## src/rtl/sobel_window_gen.sv

```systemverilog
// ============================================================================
// sobel_window_gen -- raster pixel stream to 3x3 interior windows (two line buffers)
// Revision: 1.0
// ============================================================================
`default_nettype none

module sobel_window_gen #(
   parameter int data_size  = 24,
   parameter int IMG_WIDTH  = 64,
   parameter int IMG_HEIGHT = 64
) (
   input  logic                   clk,
   input  logic                   reset,
   input  logic [data_size-1:0]   pixel_in,
   input  logic                   pixel_valid,
   input  logic                   pixel_sof,
   output logic                   pixel_ready,
   output logic [9*data_size-1:0] win_data,
   output logic                   win_valid,
   input  logic                   win_ready,
   output logic                   frame_done
);

   localparam int c_CW = (IMG_WIDTH  > 1) ? $clog2(IMG_WIDTH)  : 1;
   localparam int c_RW = (IMG_HEIGHT > 1) ? $clog2(IMG_HEIGHT) : 1;
   localparam logic [c_CW-1:0] c_COL_LAST = c_CW'(IMG_WIDTH - 1);
   localparam logic [c_RW-1:0] c_ROW_LAST = c_RW'(IMG_HEIGHT - 1);

   typedef enum logic [1:0] {ST_IDLE = 2'd0, ST_FILL = 2'd1, ST_ACTIVE = 2'd2} state_t;

   state_t                 state_q, state_d;
   logic [c_CW-1:0]        col_q, col_d, col_cur;
   logic [c_RW-1:0]        row_q, row_d, row_cur;
   logic [data_size-1:0]   win_q [0:2][0:2];
   logic [data_size-1:0]   win_d [0:2][0:2];
   logic [9*data_size-1:0] win_data_q, win_data_d;
   logic                   win_valid_q, win_valid_d;
   logic                   frame_done_q, frame_done_d;
   logic                   accept, in_frame;

   logic [data_size-1:0]   lb0_q [0:IMG_WIDTH-1];
   logic [data_size-1:0]   lb1_q [0:IMG_WIDTH-1];

   assign pixel_ready = !win_valid_q || win_ready;
   assign accept      = pixel_valid && pixel_ready;
   // In IDLE only a start-of-frame pixel enters the frame; others are swallowed.
   assign in_frame    = accept && ((state_q != ST_IDLE) || pixel_sof);
   assign col_cur     = pixel_sof ? '0 : col_q;
   assign row_cur     = pixel_sof ? '0 : row_q;

   always_comb begin
      state_d      = state_q;
      col_d        = col_q;
      row_d        = row_q;
      win_d        = win_q;
      win_data_d   = win_data_q;
      win_valid_d  = win_valid_q && !win_ready;
      frame_done_d = 1'b0;
      if (in_frame) begin
         for (int r = 0; r < 3; r++) begin
            win_d[r][0] = win_q[r][1];
            win_d[r][1] = win_q[r][2];
         end
         win_d[0][2] = lb0_q[col_cur];
         win_d[1][2] = lb1_q[col_cur];
         win_d[2][2] = pixel_in;
         if (pixel_sof) begin
            state_d = ST_FILL;
         end
         if (col_cur == c_COL_LAST) begin
            col_d = '0;
            row_d = row_cur + c_RW'(1);
            if (row_cur == c_RW'(1)) begin
               state_d = ST_ACTIVE;
            end
            if (row_cur == c_ROW_LAST) begin
               row_d        = '0;
               state_d      = ST_IDLE;
               frame_done_d = 1'b1;
            end
         end else begin
            col_d = col_cur + c_CW'(1);
            row_d = row_cur;
         end
         if ((row_cur >= c_RW'(2)) && (col_cur >= c_CW'(2))) begin
            win_valid_d = 1'b1;
            for (int r = 0; r < 3; r++) begin
               for (int c = 0; c < 3; c++) begin
                  win_data_d[(3*r+c)*data_size +: data_size] = win_d[r][c];
               end
            end
         end
      end
   end

   always_ff @(posedge clk or posedge reset) begin
      if (reset) begin
         state_q      <= ST_IDLE;
         col_q        <= '0;
         row_q        <= '0;
         win_data_q   <= '0;
         win_valid_q  <= 1'b0;
         frame_done_q <= 1'b0;
         for (int r = 0; r < 3; r++) begin
            for (int c = 0; c < 3; c++) begin
               win_q[r][c] <= '0;
            end
         end
      end else begin
         state_q      <= state_d;
         col_q        <= col_d;
         row_q        <= row_d;
         win_q        <= win_d;
         win_data_q   <= win_data_d;
         win_valid_q  <= win_valid_d;
         frame_done_q <= frame_done_d;
      end
   end

   // Line-buffer RAM carries no reset; stale contents are overwritten before use.
   always_ff @(posedge clk) begin
      if (in_frame) begin
         lb0_q[col_cur] <= lb1_q[col_cur];
         lb1_q[col_cur] <= pixel_in;
      end
   end

   assign win_data   = win_data_q;
   assign win_valid  = win_valid_q;
   assign frame_done = frame_done_q;

endmodule

`default_nettype wire
```

## config.mk

```make
export PLATFORM = sky130hd
export DESIGN_NAME = sobel_window_gen
export DESIGN_NICKNAME = d
export VERILOG_FILES = /design/src/rtl/sobel_window_gen.sv
export SDC_FILE = /design/constraint.sdc
export NUM_CORES = 2
export LEC_CHECK = 0
export ABC_AREA = 1
export CAP_MARGIN = 10
export CORE_MARGIN = 5
export CORE_UTILIZATION = 50
export CTS_CLUSTER_DIAMETER = 120
export DETAILED_ROUTE_END_ITERATION = 16
export GPL_ROUTABILITY_DRIVEN = 0
export GPL_TIMING_DRIVEN = 1
export PLACE_DENSITY_LB_ADDON = 0.3
export SYNTH_ARGS = -nofsm -noshare
export SYNTH_HDL_FRONTEND = slang
export SYNTH_SLANG_ARGS = --single-unit
```

## constraint.sdc

```tcl
create_clock -name clk -period 20.4 [get_ports clk]
set_input_delay 2.04 -clock clk [delete_from_list [all_inputs] [get_ports clk]]
set_output_delay 2.04 -clock clk [all_outputs]
set_load 0.01 [all_outputs]
```

==> metrics.md <==
| Metric | Value |
|---|---|
| Initial Util | 0.503 |
| Hold crit path type | reg2reg |
| Area of the multi-input gates | 38,000 um^2 |
| Max-capacitance violation count | 0 |
| First-pass GRT wire length | 625,000 um |
| Reg area | slightly above 100,000 um^2 |
| Worst Skew | 66.3 ps |
| Clock buffer depth | 4 |
| Met2 Use GR | 0.442 |
| Synth top cells by count | nand2_1 (8,865), edfxtp_1 (3,072), dfrtp_1 (376), nand3_1 (373), buf_2 (367) |
| Clock Sinks | between 3,000 and 4,000 |
| Setup crit end kind | register |
| Die area | 298,000 um^2 |
| Main synth FF type | edfxtp_1 |
| Synth area leaders | edfxtp_1 (64%), nand2_1 (23%), dfrtp_1 (6.6%) |
| Syn_area_per_cell | between 10 and 15 um^2 |
| CTS buffer count | about 360 |
| WL per Instance | 23.4 um |
| Vias in the first global route | 93,400 |
| Mapped Area | about 140,000 um^2 |
| Met3 Track Usage GR | 0.0597 |
| Post-CTS Resized | 0 |
| DR iter-0 viols | 13,100 |
| Post-synth net total | 14,200 |
| Dpl hpwl | approximately 220,000 um |
| Worst VDD drop | 0.0733 mV |
| Worst-Skew Late Latency | 920 ps |
| Final clock period utilization by the worst path | 0.408 |
| Largest net degree at the start of global routing | 219 |
| Initial antenna violation count | 19 |
| Cells after Synth | 14,100 |
| Port Buf Inserts | 247 |
| Status | finished with violations |
| GRT busiest layer | met2 |
| DR vias/cell | between 5 and 6 |
| Drt total wl | 428,000 um |
| Failing checks | DRC |
| Worst setup slack after layout | between 10,000 and 15,000 ps |
| Leakage power total | 67.8 nW |
| Crit-path slowest cell | buf_4 |
| H-tree depth | 5 |
| Die width | 545 um |
| Core area | 285,000 um^2 |
| Vias | around 100k |
| Yosys top cell area share | 0.643 |
| Crit path launch type | input pin |
| Layout area overhead | 12.1% |
| Unique masters post-synth | 35 |
| Final hold violation count | 0 |
| FILL cells | between 20,000 and 25,000 |
| Hold buffers post-CTS | 0 |
| Num rows | about 200 |
| Final net count | 14,300 |
| Crit-path max FO | 164 |
| Grt ovf | 0 |
| Crit path time final | 8320 ps |
| Io pins | 248 |
| R2R Setup Slk | about 14,000 ps |
| Worst rel slew slack | 0.120 |
| Tightest Pin Transition | 1320 ps |
| Overall Global Routing Usage | 0.280 |
| Fmax | roughly 0.12 GHz |
| Layout cells sized above 1 | 0.0601 |
| Die height | approximately 550 um |
| Crit path cell chain | clkdlybuf4s50_1 -> buf_4 -> inv_8 -> nand2_8 -> buf_4 -> buf_4 -> buf_12 -> buf_4 -> nand2_1 -> nand2_1 -> nand2_1 -> nand2_1 -> nand2_1 -> nand2_1 -> nand2_1 -> nand2_1 -> nor2_1 -> nand2_2 -> buf_4 |
| RSZ-0062 raised after global routing | false |
| Post-synthesis sequential area ratio | 0.709 |
| Clk slew on worst S/H paths | 60 ps |
| # DRC | 2 |
| Final ANT Viol Nets | 0 |
| Final setup vio count | 0 |
| P per Cell Area | roughly 120 nW/um^2 |
| TritonRoute pass-1 iters | 12 |
| Most common cell in the netlist | nand2_1 |
| Grt met1 use | 0.388 |
| Biggest area consumer among synthesized cells | edfxtp_1 |
| Most frequent cell on the critical path | nand2_1 |
| Worst EP required | 20,960 ps |
| CP max stage delay | 820 ps |
| Setup TNS | 0 ps |
| CTS tree | done |
| DP Worst Slack | roughly 11,000 ps |
| Root Driver | clkbuf_16 |
| Crit Path Class | in2reg |
| Post-synth ARST share | 0.109 |
| Post-synth EDFFs | 3,072 |
| WP data arrival | just under 9000 ps |
| Setup Fix Bufs, Post-CTS | 0 |
| Synth warn | 0 |
| FF+latch count, synth | 3,448 |
| Fin. max-slew vios | 0 |
-- power breakdown --
part | total (mW) | internal (mW) | switching [mW]
clock | 6.29 | 3.58 | 2.71
combinational | 3.75 | 1.04 | 2.71
sequential | 8.79 | 8.54 | 0.249
total | 18.8 | 13.2 | 5.67
-- cells in the final DEF, fill, tap and decap left out, drive strengths merged --
cell type / n
a31oi: 1
o32ai: 1
dfrtp: 376
nand4: 2
clkdlybuf4s50: 223
o211ai: 2
a21boi: 1
edfxtp: 3072
nor3: 4
or2: 1
bufinv: 22
nor4: 1
xor2: 3
o22ai: 3
nand3: 374
o21ai: 205
xnor2: 1
nand2: 8868
diode: 11
and2: 2
ha: 5
nand3b: 4
nor2: 229
clkinvlp: 11
buf: 255
clkbuf: 434
clkinv: 158
inv: 237
a21oi: 7
-- kinds of logic after synthesis --
family	after synthesis	share of synthesized area
DFF	3448	0.709
xor gates and xnor gates	4	0.000244
and+or+nand+nor	9485	0.252
adders and majority gates	5	0.000436
AOI/OAI and AO/OA	220	0.00779
buffers and inverters	969	0.0304
-- through the flow --
step	hold slack [ps]	util	instance area [um^2]	power, mW	instances
floorplan	453	-	143000	11.0	14100
global placement	456	0.524	150000	12.6	17600
detailed placement	466	0.524	150000	12.6	17600
CTS	480	0.563	161000	18.8	18300
global route	495	0.564	161000	19.6	18300
finish	477	0.564	161000	18.8	18300
-- worst max-delay path, delay by kind of cell --
kind,cells,cell delay (ps)
AND/OR/NAND/NOR,11,1690
buffers and inverters,8,4700
-- flip-flops by register name, summed over array words and instances (netlist names) --
| signal | flops |
|---|---|
| col_q | 6 |
| win_data | 216 |
| state_q | 2 |
| row_q | 6 |
| win_valid | 1 |
| win_q | 144 |
| lb1_q | 1536 |
| frame_done | 1 |
| lb0_q | 1536 |
-- metal layers --
metal  vias to the layer above  wire length, um
met5                         -               10
met4                         2            17000
met3                       944            49800
met2                      5695           194000
met1                     48100           167000
li1                      45900                -
-- final timing paths --
kind	startpoint	endpoint	cells past startpoint
max	pixel_sof	lb0_q[39][11]$_DFFE_PP_	19
min	win_data[197]$_DFFE_PP0P_	win_data[197]$_DFFE_PP0P_	2
max reg2reg	col_q[0]$_DFFE_PP0P_	lb0_q[39][11]$_DFFE_PP_	16
min reg2reg	win_data[197]$_DFFE_PP0P_	win_data[197]$_DFFE_PP0P_	2
max in group asynchronous	reset	col_q[0]$_DFFE_PP0P_	5
min in group asynchronous	reset	win_data[10]$_DFFE_PP0P_	2
-- area by class of cell --
type	count	share of cell area
multi-input combinational	9714	0.237
sequential	3448	0.632
clock inverter	202	0.0106
inverter	226	0.00539
tap	3762	0.0293
timing repair buffer	478	0.0267
clock buffer	434	0.0588
antenna	11	0.000171
(Power assumes the default switching activity.)
